**src/rtl/even_counter_pkg.sv**
```systemverilog
// Shared definitions for the even up/down counter sequencer.
//   state_t        : sequencer FSM states
//   CNT_STEP       : magnitude of one counter step
//   CNT_POSITIONS  : number of distinct even counter positions
package even_counter_pkg;

  typedef enum logic [1:0] {
    ST_IDLE = 2'd0,
    ST_RUN  = 2'd1,
    ST_DONE = 2'd2,
    ST_ERR  = 2'd3
  } state_t;

  localparam int unsigned CNT_STEP      = 2;
  localparam int unsigned CNT_POSITIONS = 8;

endpackage

```
**src/rtl/even_counter_seq_dir_sel.sv**
```systemverilog
// even_dir_sel: combinational direction and step distance from the current
// counter state to a requested target.
// Build option: SHORTEST_PATH_EN selects the wrap-around shortest path;
// otherwise the counter never wraps (up iff target > state).
// Ports:
//   state_i  [WIDTH] current counter state
//   target_i [WIDTH] requested counter value
//   up_o             1 = count up (+2), 0 = count down (-2)
//   dist_o   [WIDTH] number of steps in the chosen direction
module even_dir_sel
  import even_counter_pkg::*;
#(
  parameter int unsigned WIDTH = 4
) (
  input  logic [WIDTH-1:0] state_i,
  input  logic [WIDTH-1:0] target_i,
  output logic             up_o,
  output logic [WIDTH-1:0] dist_o
);

`ifdef SHORTEST_PATH_EN
  logic [WIDTH-1:0] diff;
  logic [WIDTH-1:0] up_dist;
  logic [WIDTH-1:0] down_dist;

  always_comb begin
    diff      = target_i - state_i;          // modular distance going up
    up_dist   = diff >> 1;
    down_dist = WIDTH'(CNT_POSITIONS) - up_dist;
    up_o      = (up_dist <= down_dist);      // a tie goes up
    dist_o    = up_o ? up_dist : down_dist;
  end
`else
  always_comb begin
    up_o   = (target_i > state_i);
    dist_o = up_o ? ((target_i - state_i) >> 1) : ((state_i - target_i) >> 1);
  end
`endif

endmodule

```
**src/rtl/even_counter_seq.sv**
```systemverilog
// even_counter_seq: sequences the even up/down counter to a requested target.
// Accepts a target over valid/ready, drives the counter direction and enable
// until the fed-back state equals the target, then pulses done (or err for an
// odd target / exhausted step budget). All outputs are registered.
// Build option: SHORTEST_PATH_EN (see even_dir_sel).
// Ports:
//   clock, reset (sync, active-low)
//   req_valid/req_target/req_ready : request handshake
//   abort                          : cancel a running request
//   cnt_state                      : counter state fed back
//   cnt_y, cnt_en                  : counter direction / enable
//   done, err                      : one-cycle completion / error pulses
module even_counter_seq
  import even_counter_pkg::*;
#(
  parameter int unsigned WIDTH     = 4,
  parameter int unsigned MAX_STEPS = 8
) (
  input  logic             clock,
  input  logic             reset,
  input  logic             req_valid,
  input  logic [WIDTH-1:0] req_target,
  output logic             req_ready,
  input  logic             abort,
  input  logic [WIDTH-1:0] cnt_state,
  output logic             cnt_y,
  output logic             cnt_en,
  output logic             done,
  output logic             err
);

  localparam int unsigned      SW         = $clog2(MAX_STEPS + 1);
  localparam logic [WIDTH-1:0] STEP       = WIDTH'(CNT_STEP);
  localparam logic [SW-1:0]    STEP_LIMIT = SW'(MAX_STEPS);

  state_t           state_q, state_d;
  logic [WIDTH-1:0] target_q, target_d;
  logic             dir_q, dir_d;
  logic [SW-1:0]    step_q, step_d;

  logic             req_ready_q, cnt_y_q, cnt_en_q, done_q, err_q;

  logic             sel_up;
  logic [WIDTH-1:0] dist_unused;
  logic [WIDTH-1:0] cnt_next;

  even_dir_sel #(
    .WIDTH (WIDTH)
  ) u_dir_sel (
    .state_i  (cnt_state),
    .target_i (req_target),
    .up_o     (sel_up),
    .dist_o   (dist_unused)
  );

  // Value the counter will show after this edge while enabled; matching it
  // against the target drops cnt_en in the same cycle the target appears.
  assign cnt_next = dir_q ? (cnt_state + STEP) : (cnt_state - STEP);

  always_comb begin
    state_d  = state_q;
    target_d = target_q;
    dir_d    = dir_q;
    step_d   = step_q;
    unique case (state_q)
      ST_IDLE: begin
        if (req_valid && req_ready_q) begin
          target_d = req_target;
          dir_d    = sel_up;
          step_d   = '0;
          if (req_target[0])              state_d = ST_ERR;
          else if (req_target == cnt_state) state_d = ST_DONE;
          else                            state_d = ST_RUN;
        end
      end
      ST_RUN: begin
        step_d = step_q + SW'(1);
        if (abort)                     state_d = ST_IDLE;
        else if (cnt_next == target_q) state_d = ST_DONE;
        else if (step_d == STEP_LIMIT) state_d = ST_ERR;
      end
      ST_DONE, ST_ERR: state_d = ST_IDLE;
      default:         state_d = ST_IDLE;
    endcase
  end

  always_ff @(posedge clock) begin
    if (!reset) begin
      state_q     <= ST_IDLE;
      target_q    <= '0;
      dir_q       <= 1'b0;
      step_q      <= '0;
      req_ready_q <= 1'b0;
      cnt_y_q     <= 1'b0;
      cnt_en_q    <= 1'b0;
      done_q      <= 1'b0;
      err_q       <= 1'b0;
    end else begin
      state_q     <= state_d;
      target_q    <= target_d;
      dir_q       <= dir_d;
      step_q      <= step_d;
      // Moore outputs registered from the next state so they align with it.
      req_ready_q <= (state_d == ST_IDLE);
      cnt_y_q     <= dir_d;
      cnt_en_q    <= (state_d == ST_RUN);
      done_q      <= (state_d == ST_DONE);
      err_q       <= (state_d == ST_ERR);
    end
  end

  assign req_ready = req_ready_q;
  assign cnt_y     = cnt_y_q;
  assign cnt_en    = cnt_en_q;
  assign done      = done_q;
  assign err       = err_q;

endmodule

```
**config.mk**
```make
export PLATFORM = sky130hd
export DESIGN_NAME = even_counter_seq
export DESIGN_NICKNAME = d
export VERILOG_FILES = /design/src/rtl/even_counter_pkg.sv /design/src/rtl/even_counter_seq_dir_sel.sv /design/src/rtl/even_counter_seq.sv
export SDC_FILE = /design/constraint.sdc
export NUM_CORES = 1
export LEC_CHECK = 0
export ABC_CLOCK_PERIOD_IN_PS = 4200
export BUFFER_PORTS_ARGS = -buffer_cell sky130_fd_sc_hd__buf_4
export CAP_MARGIN = 25
export CELL_PAD_IN_SITES_DETAIL_PLACEMENT = 1
export CELL_PAD_IN_SITES_GLOBAL_PLACEMENT = 2
export CORE_MARGIN = 4
export CORE_UTILIZATION = 36
export DETAILED_ROUTE_END_ITERATION = 10
export HOLD_SLACK_MARGIN = 0.05
export PLACE_DENSITY_LB_ADDON = 0.1
export SLEW_MARGIN = 20
export SYNTH_ARGS = -nofsm -noshare
export SYNTH_HDL_FRONTEND = slang
export SYNTH_HIERARCHICAL = 1
export SYNTH_SLANG_ARGS = --single-unit
```
**constraint.sdc**
```tcl
create_clock -name clock -period 4.2 [get_ports clock]
set_input_delay 0.21 -clock clock [delete_from_list [all_inputs] [get_ports clock]]
set_output_delay 0.21 -clock clock [all_outputs]
set_load 0.005 [all_outputs]
```
==> run metrics, run 1 <==
Nets 145; CP endpoint kind flop; post-route clock period utilization 42.0%; layout cells sized above 1 21.0%; Fin Setup TNS 0 ns; total track usage 12.7%; hold_buf cts 0; crit-path cells inv_1, fa_1, xor2_1, xnor2_1, a21boi_2, a31o_1; Hold Violations, Final 0; dpl hpwl 1.55 mm; Num CTS Buffers 3; Longest Clk Path Bufs 2; Relative slew margins 72.8%; diode count 0; Placer Congestion 0.691; Max Clk Rate 567 MHz; maxcap violations 0; Hold Crit Endpoint target_q[3]; maximum vdd drop 0.222 mV; Sw Share 28.6%; Max FO, Critical Path 4; Worst-path clk slew 0.09 ns; Setup Buffers After CTS 0; CTS root buf clkbuf_4; largest net degree at the start of global routing 19; Initial Util 38.2%; reg2reg path depth 6; dpl ws 2.45 ns; clk_skew 0.00514 ns; worst path required time 4.38 ns; synth-to-layout area growth 16.6%; DIE AREA 3540 um2; CTS resizes 0; Logic pwr share 22.7%; CP Class reg -> reg; unrepaired setup endpoints after global routing false; Mapped Avg Cell Area 8.85 um2; Mapped Cells 108; FF-to-FF End err; Routed wire per std cell 13.0 um; min-delay src req_target[3]; die width 59.5 um; Power Total 0.303 mW; CTS tree yes; Seq pwr share 50.4%; setup slack after layout 2.44 ns; Lkg Pwr 0.461 nW; port buffer count 16; Int Power 0.216 mW; r2r startpoint cnt_y; status completed; initial DRC count 13; Final ANT Viol Nets 0; I/O pins 17; syn nets 128; P_sw 0.0865 mW; YS warnings 6; Clock Power Share 26.9%; Worst setup SP type flop; Pins Over Slew Limit 0; HP Class in -> reg; Detailed Route WL 2.00 mm; Inst Count DP 150; Hold WS 0.204 ns; critical path's largest stage delay 0.41 ns; number of iterations in the first detailed-routing pass 4; Site Rows 18; core area 2500 um2; clk sinks 15; Final Critical Period 1.76 ns; routed vias 757; grt total ovfl 0; power per cell area 272 nW/um2; non-filler cells, final 154; vias in the first global route 770; initial antenna violation count 0; global-route wire length before repair 3.42 mm; Chip Height 59.5 um; hold path depth 3; Worst-Skew Late Latency 0.28 ns; Worst path slowest cell dfxtp_1; Register-to-Register Setup Slack 2.44 ns; Netlist Area Pre-Place 956 um2; Least-Margin Pin Slew 0.407 ns; htree depth 1; Setup Viol. Count Final 0; Vias/cell 4.92; DRC 0; Critical Path AT 1.94 ns
[per-layer routing]
| layer | wire (um) | track usage, % |
|---|---|---|
| met2 | 891 | 19.7 |
| met4 | 9 | 2.85 |
| met5 | 0 | 0 |
| met3 | 73 | 3.92 |
| met1 | 1020 | 17.4 |
[power by group through the flow]
stage               registers [mW]  logic [mW]  clock network, mW
floorplan                    0.155      0.0464                  0
global placement             0.155      0.0688                  0
detailed placement           0.156      0.0696                  0
CTS                          0.153      0.0703             0.0854
global route                 0.154      0.0782             0.0935
finish                       0.153      0.0688             0.0815
[flip-flops by register name, indices dropped and copies added (netlist names)]
register,count
cnt_en,1
done,1
state_q,2
cnt_y,1
step_q,4
err,1
target_q,4
req_ready,1
[how the worst max path moves through the flow]
| stage | from | endpoint | depth (start not counted) |
|---|---|---|---|
| after floorplan | cnt_y | err | 6 |
| after global placement | cnt_y | err | 6 |
| after detailed placement | cnt_y | err | 6 |
| after CTS | cnt_y | err | 6 |
| after global routing | cnt_y | done | 6 |
| final | cnt_y | err | 6 |
[critical path, delay by kind of cell (launching register included)]
family,cells,cell delay [ns]
AOI/OAI and AO/OA,2,0.34
xor gates and xnor gates,2,0.46
adders and majority gates,1,0.37
buffers and inverters,1,0.08
DFF,1,0.41
[metrics by stage]
stage	util, %	area [um2]
2_1_floorplan	-	956
3_3_place_gp	43.5	1090
3_5_place_dp	43.5	1090
4_1_cts	44.6	1110
5_1_grt	44.6	1110
6_report	44.6	1110
[cell usage in the layout, fill, tap and decap left out, types with 2 or more instances in the layout]
master,count
xnor2_1,3
a21boi_0,8
a21oi_1,6
dfxtp_1,15
fa_1,2
inv_1,8
clkbuf_4,3
nor2_1,7
o21ai_0,3
ha_1,6
nand2_1,16
xor2_1,6
nand3_1,3
buf_4,16
nand3b_1,2
nor2b_1,3
[layout make-up]
cell class / instances / area, um2
fillers: 310 / 1390
multi-input cells: 81 / 601
flip-flops and latches: 15 / 300
repair buffers: 16 / 120
well taps: 30 / 37.5
inverters: 8 / 30.0
clock buffers: 4 / 26.3
(Power assumes the default switching activity.)
==> inputs of run 2 (changes only) <==
--- a/config.mk
+++ b/config.mk
@@ -5,13 +5,14 @@
 export SDC_FILE = /design/constraint.sdc
 export NUM_CORES = 1
 export LEC_CHECK = 0
-export ABC_CLOCK_PERIOD_IN_PS = 4200
+export ABC_AREA = 1
+export ABC_CLOCK_PERIOD_IN_PS = 1600
 export BUFFER_PORTS_ARGS = -buffer_cell sky130_fd_sc_hd__buf_4
 export CAP_MARGIN = 25
 export CELL_PAD_IN_SITES_DETAIL_PLACEMENT = 1
 export CELL_PAD_IN_SITES_GLOBAL_PLACEMENT = 2
 export CORE_MARGIN = 4
-export CORE_UTILIZATION = 36
+export CORE_UTILIZATION = 28
 export DETAILED_ROUTE_END_ITERATION = 10
 export HOLD_SLACK_MARGIN = 0.05
 export PLACE_DENSITY_LB_ADDON = 0.1
==> constraint.sdc (replaced) <==
create_clock -name clock -period 1.6 [get_ports clock]
set_input_delay 0.08 -clock clock [delete_from_list [all_inputs] [get_ports clock]]
set_output_delay 0.08 -clock clock [all_outputs]
set_load 0.005 [all_outputs]
==> run metrics, run 2 <==
status finished with violations; failing checks negative setup slack; maximum vdd drop 0.334 mV (+50%); DRC 0 (unchanged); unrepaired setup endpoints after global routing true; post-layout util 37.5% (-7.1 points); Clock Power Share 26.0% (-0.9 points); commonest non-fill, non-tap cell in the layout nand2_1; dpl hpwl 1.70 mm (+10%); Mapped Cells 134 (+24%); Int Power 0.592 mW (+170%); YS warnings 6 (unchanged); number of iterations in the first detailed-routing pass 2 (-2); CP endpoint kind flop; clk sinks 15 (unchanged); Final Critical Period 1.66 ns (-0.0995 ns); Max Clk Rate 601 MHz (+6.0%); most frequent cells in the layout nand2_1 (32), inv_1 (23), buf_4 (18); Hold Violations, Final 0 (unchanged); Pins Over Slew Limit 0 (unchanged); P_sw 0.271 mW (+210%); initial DRC count 20 (+7); Post-Place Cell Area 1120 um2 (+3.1%); largest net degree at the start of global routing 11 (-8); clk_skew 0.00126 ns (-0.00388 ns); Netlist Area Pre-Place 950 um2 (-0.65%); Chip Height 66.2 um (+11%); Num CTS Buffers 3 (unchanged); Relative slew margins 82.2% (+9.4 points); Setup Viol. Count Final 5 (+5); Vias/cell 4.17 (-15%); DIE AREA 4390 um2 (+24%); Lkg Pwr 0.600 nW (+30%); Longest Clk Path Bufs 2 (unchanged); core area 3150 um2 (+26%); post-route clock period utilization 104% (+62 points); Least-Margin Pin Slew 0.266 ns (-0.141 ns); setup slack after layout -0.0632 ns (-2.50 ns); Fin Setup TNS -0.254 ns (-0.254 ns); CP Class reg -> reg; Logic pwr share 26.5% (+3.8 points); Mapped Avg Cell Area 7.09 um2 (-20%); initial antenna violation count 0 (unchanged); maxcap violations 0 (unchanged); grt total ovfl 0 (unchanged); Routed wire per std cell 10.6 um (-18%); HP Class in -> reg; Sw Share 31.4% (+2.8 points); layout cells sized above 1 29.9% (+8.9 points); Hold WS 0.0674 ns (-0.137 ns); Final ANT Viol Nets 0 (unchanged); Critical Path AT 1.86 ns (-0.08 ns); worst path required time 1.79 ns (-2.59 ns); power per cell area 730 nW/um2 (+170%); Initial Util 30.1% (-8.1 points); Detailed Route WL 2.10 mm (+5.1%); Seq pwr share 47.5% (-2.9 points); Placer Congestion 0.739 (+6.9%); htree depth 1 (unchanged); global-route wire length before repair 3.85 mm (+13%); CTS tree yes; Nets 175 (+21%); I/O pins 17 (unchanged); syn nets 154 (+20%); Max FO, Critical Path 3 (-1); port buffer count 16 (unchanged); Worst-Skew Late Latency 0.29 ns (about the same); Site Rows 20 (+2); Worst-path clk slew 0.09 ns (about the same); Worst setup SP type flop; total track usage 11.5% (-1.2 points); diode count 0 (unchanged); Largest regs step_q: 4 flops, target_q: 4 flops, state_q: 2 flops; vias in the first global route 885 (+15%); CTS root buf clkbuf_4; hold_buf cts 0 (unchanged); synth-to-layout area growth 24.4%; routed vias 826 (+9.1%); die width 66.2 um (+11%); Final Cell Area 1180 um2 (+5.9%)
[run 2: worst max-delay path: stages (launching register included)]
cell     delay [ns]
dfxtp_2        0.34
inv_2          0.04
fa_2           0.52
xnor2_1        0.11
nand2_1        0.08
nor2_2         0.11
nand2_2        0.09
nand2_2        0.09
nand2_2        0.05
nand2_2        0.08
nor2_1         0.05
[run 2: through the flow]
step | setup WS, ns | power, mW | std cells
floorplan | 0.0369 | 0.560 | 134
global placement | -0.0681 | 0.633 | 194
detailed placement | -0.0575 | 0.636 | 194
CTS | -0.0666 | 0.870 | 198
global route | -0.184 | 0.930 | 198
finish | -0.0632 | 0.862 | 198
[run 2: routing by layer]
layer,vias to the layer above,GRT usage [%],wire (um)
met5,-,0,0
met4,0,3.05,20
met1,366,15.0,1090
met2,13,18.1,919
li1,443,-,-
met3,4,3.57,70
[run 2: cell type report]
class	instances	area, um2
flip-flops and latches	15	302
fillers	413	1970
repair buffers	18	135
clock buffers	4	26.3
multi-input cells	90	559
inverters	27	104
well taps	44	55.1
[run 2: what timing repair did]
action,4_1_cts,5_1_grt
pin swaps,2,6
setup buffers,0,0
setup endpoints to repair,6,6
cloned,0,0
gates resized for setup,1,10
hold endpoints to repair,0,0
[run 2: power by group through the flow]
stage	sequential (mW)	clock, mW	combinational [mW]
after global routing	0.413	0.250	0.267
after detailed placement	0.418	0	0.218
final	0.410	0.224	0.228
after CTS	0.410	0.239	0.220
after floorplan	0.419	0	0.141
after global placement	0.418	0	0.215
[run 2: final timing paths]
check,startpoint,to,slack [ns],cells after the start
min,req_target[2],target_q[2],0.07,3
max,cnt_y,cnt_en,-0.06,10
min reg2reg,cnt_y,cnt_y,0.47,2
max reg2reg,cnt_y,cnt_en,-0.06,10
==> inputs of run 3 (changes only) <==
--- a/config.mk
+++ b/config.mk
@@ -6,13 +6,13 @@
 export NUM_CORES = 1
 export LEC_CHECK = 0
 export ABC_AREA = 1
-export ABC_CLOCK_PERIOD_IN_PS = 1600
+export ABC_CLOCK_PERIOD_IN_PS = 1900
 export BUFFER_PORTS_ARGS = -buffer_cell sky130_fd_sc_hd__buf_4
 export CAP_MARGIN = 25
 export CELL_PAD_IN_SITES_DETAIL_PLACEMENT = 1
 export CELL_PAD_IN_SITES_GLOBAL_PLACEMENT = 2
 export CORE_MARGIN = 4
-export CORE_UTILIZATION = 28
+export CORE_UTILIZATION = 31
 export DETAILED_ROUTE_END_ITERATION = 10
 export HOLD_SLACK_MARGIN = 0.05
 export PLACE_DENSITY_LB_ADDON = 0.1
==> constraint.sdc (replaced) <==
create_clock -name clock -period 1.9 [get_ports clock]
set_input_delay 0.095 -clock clock [delete_from_list [all_inputs] [get_ports clock]]
set_output_delay 0.095 -clock clock [all_outputs]
set_load 0.005 [all_outputs]
==> run metrics, run 3 (synthesis results as in run 2) <==
dpl hpwl 1.75 mm (+2.6%); Reg area 304 um2 (+0.83%); layout cells sized above 1 24.3% (-5.5 points); Largest regs step_q: 4 flops, target_q: 4 flops, state_q: 2 flops; Max Clk Rate 588 MHz (-2.1%); largest net degree at the start of global routing 11 (unchanged); buffers and inverters on the worst path 1 (unchanged); Longest Clk Path Bufs 2 (unchanged); stages on the worst setup path 10 (unchanged); total track usage 11.8% (+0.35 points); hold path depth 3 (unchanged); Final Critical Period 1.70 ns (+0.0363 ns); crit-path cells inv_1, fa_2, xnor2_1, nand2_1, nor2_1, nand2_1, nand2_1, nand2_1, nand2_2, nor2_1; DIE AREA 4010 um2 (-8.5%); die width 63.4 um (-4.4%); grt total ovfl 0 (unchanged); Chip Height 63.4 um (-4.4%); CTS tree yes; status completed; Initial Util 33.3% (+3.2 points); Setup Buffers After CTS 0 (unchanged); global-route wire length before repair 3.78 mm (-1.8%); reg2reg path depth 10 (unchanged); most frequent CP cell nand2_1; port buffer count 16 (unchanged); I/O pins 17 (unchanged); setup slack after layout 0.201 ns (+0.264 ns); Vias/cell 4.52 (+8.3%); Fin Setup TNS 0 ns (+0.254 ns); CP endpoint kind flop; Worst setup SP type flop; initial DRC count 14 (-30%); Pins Over Slew Limit 0 (unchanged); Multi-input gate area 529 um2 (-5.4%); Worst-Skew Late Latency 0.29 ns (about the same); commonest non-fill, non-tap cell in the layout nand2_1; maxcap violations 0 (unchanged); Hold Violations, Final 0 (unchanged); Max FO, Critical Path 4 (+1); dpl ws 0.143 ns (+0.200 ns); routed vias 827 (+0.12%); diode count 0 (unchanged); vias in the first global route 867 (-2.0%); number of iterations in the first detailed-routing pass 3 (+1); Worst path slowest cell fa_2; synth-to-layout area growth 18.3%; CTS root buf clkbuf_4; Num CTS Buffers 3 (unchanged); hold_buf cts 0 (unchanged); Critical Path AT 1.89 ns (+0.03 ns); Worst-path clk slew 0.09 ns (about the same); Least-Margin Pin Slew 0.192 ns (-0.0745 ns); post-route clock period utilization 89.4% (-15 points); Lkg Pwr 0.592 nW (-1.4%); critical path's largest stage delay 0.53 ns (about the same); clk sinks 15 (unchanged); maximum vdd drop 0.343 mV (+2.6%); core area 2850 um2 (-9.5%); Detailed Route WL 2.07 mm (-1.2%); initial antenna violation count 0 (unchanged); Final ANT Viol Nets 0 (unchanged); Setup Viol. Count Final 0 (-5); CP Class reg -> reg; Nets 173 (-1.1%); htree depth 1 (unchanged); unrepaired setup endpoints after global routing false; non-filler cells, final 183 (-7.6%); Relative slew margins 87.1% (+4.9 points); CTS resizes 0 (-1); HP Class in -> reg; most frequent cells in the layout nand2_1 (38), inv_1 (24), buf_4 (16); clk_skew 0.00213 ns (+0.000873 ns); Inst Count DP 179 (-7.7%); Routed wire per std cell 11.3 um (+6.9%); DRC 0 (unchanged); Site Rows 19 (-5.0%); worst path required time 2.09 ns (+0.30 ns); post-layout util 39.4% (+1.9 points); CP top delay family adder cells; Placer Congestion 0.762 (+3.1%); power per cell area 631 nW/um2 (-14%); Fillers 372 (-9.9%)
==> run 3: cell type report <==
type	count	share of cell area, %
Timing Repair Buffer	16	10.7
Sequential cell	15	27.1
Tap cell	31	3.45
Clock buffer	3	2.00
Clock inverter	1	0.445
Multi-Input combinational cell	90	47.1
Inverter	27	9.24
==> run 3: path summary, 6_finish.rpt <==
| path | end | startpoint | slack (ns) |
|---|---|---|---|
| hold reg to reg | target_q[0] | target_q[0] | 0.47 |
| hold / removal | target_q[3] | req_target[3] | 0.07 |
| setup reg to reg | err | cnt_y | 0.20 |
| setup / recovery | err | cnt_y | 0.20 |
==> run 3: power by group <==
part | leakage, nW | total [mW] | internal, mW | switching (mW)
Sequential | 0.123 | 0.346 | 0.333 | 0.0132
Clock | 0.0177 | 0.188 | 0.0783 | 0.110
Combinational | 0.451 | 0.175 | 0.0754 | 0.0993
Total | 0.592 | 0.709 | 0.487 | 0.223
==> run 3: routing by layer <==
metal	track usage (%)	share of wire, %	vias up
met2	18.9	47	13
met5	0	0	-
met4	3.23	0.58	0
li1	-	-	439
met3	4.09	4.1	2
met1	15.1	48	373
==> run 3: per-stage QoR <==
step	power [mW]	hold slack, ns	cell area (um2)
CTS	0.728	0.0667	1120
finish	0.709	0.0748	1120
global route	0.772	0.0730	1120
global placement	0.528	0.379	1090
detailed placement	0.532	0.386	1090
floorplan	0.471	0.242	950
==> run 3: tightest hold or removal path, cell delays in order <==
cell and delay (ns):
buf_4 0.09, inv_1 0.04, a21oi_1 0.10
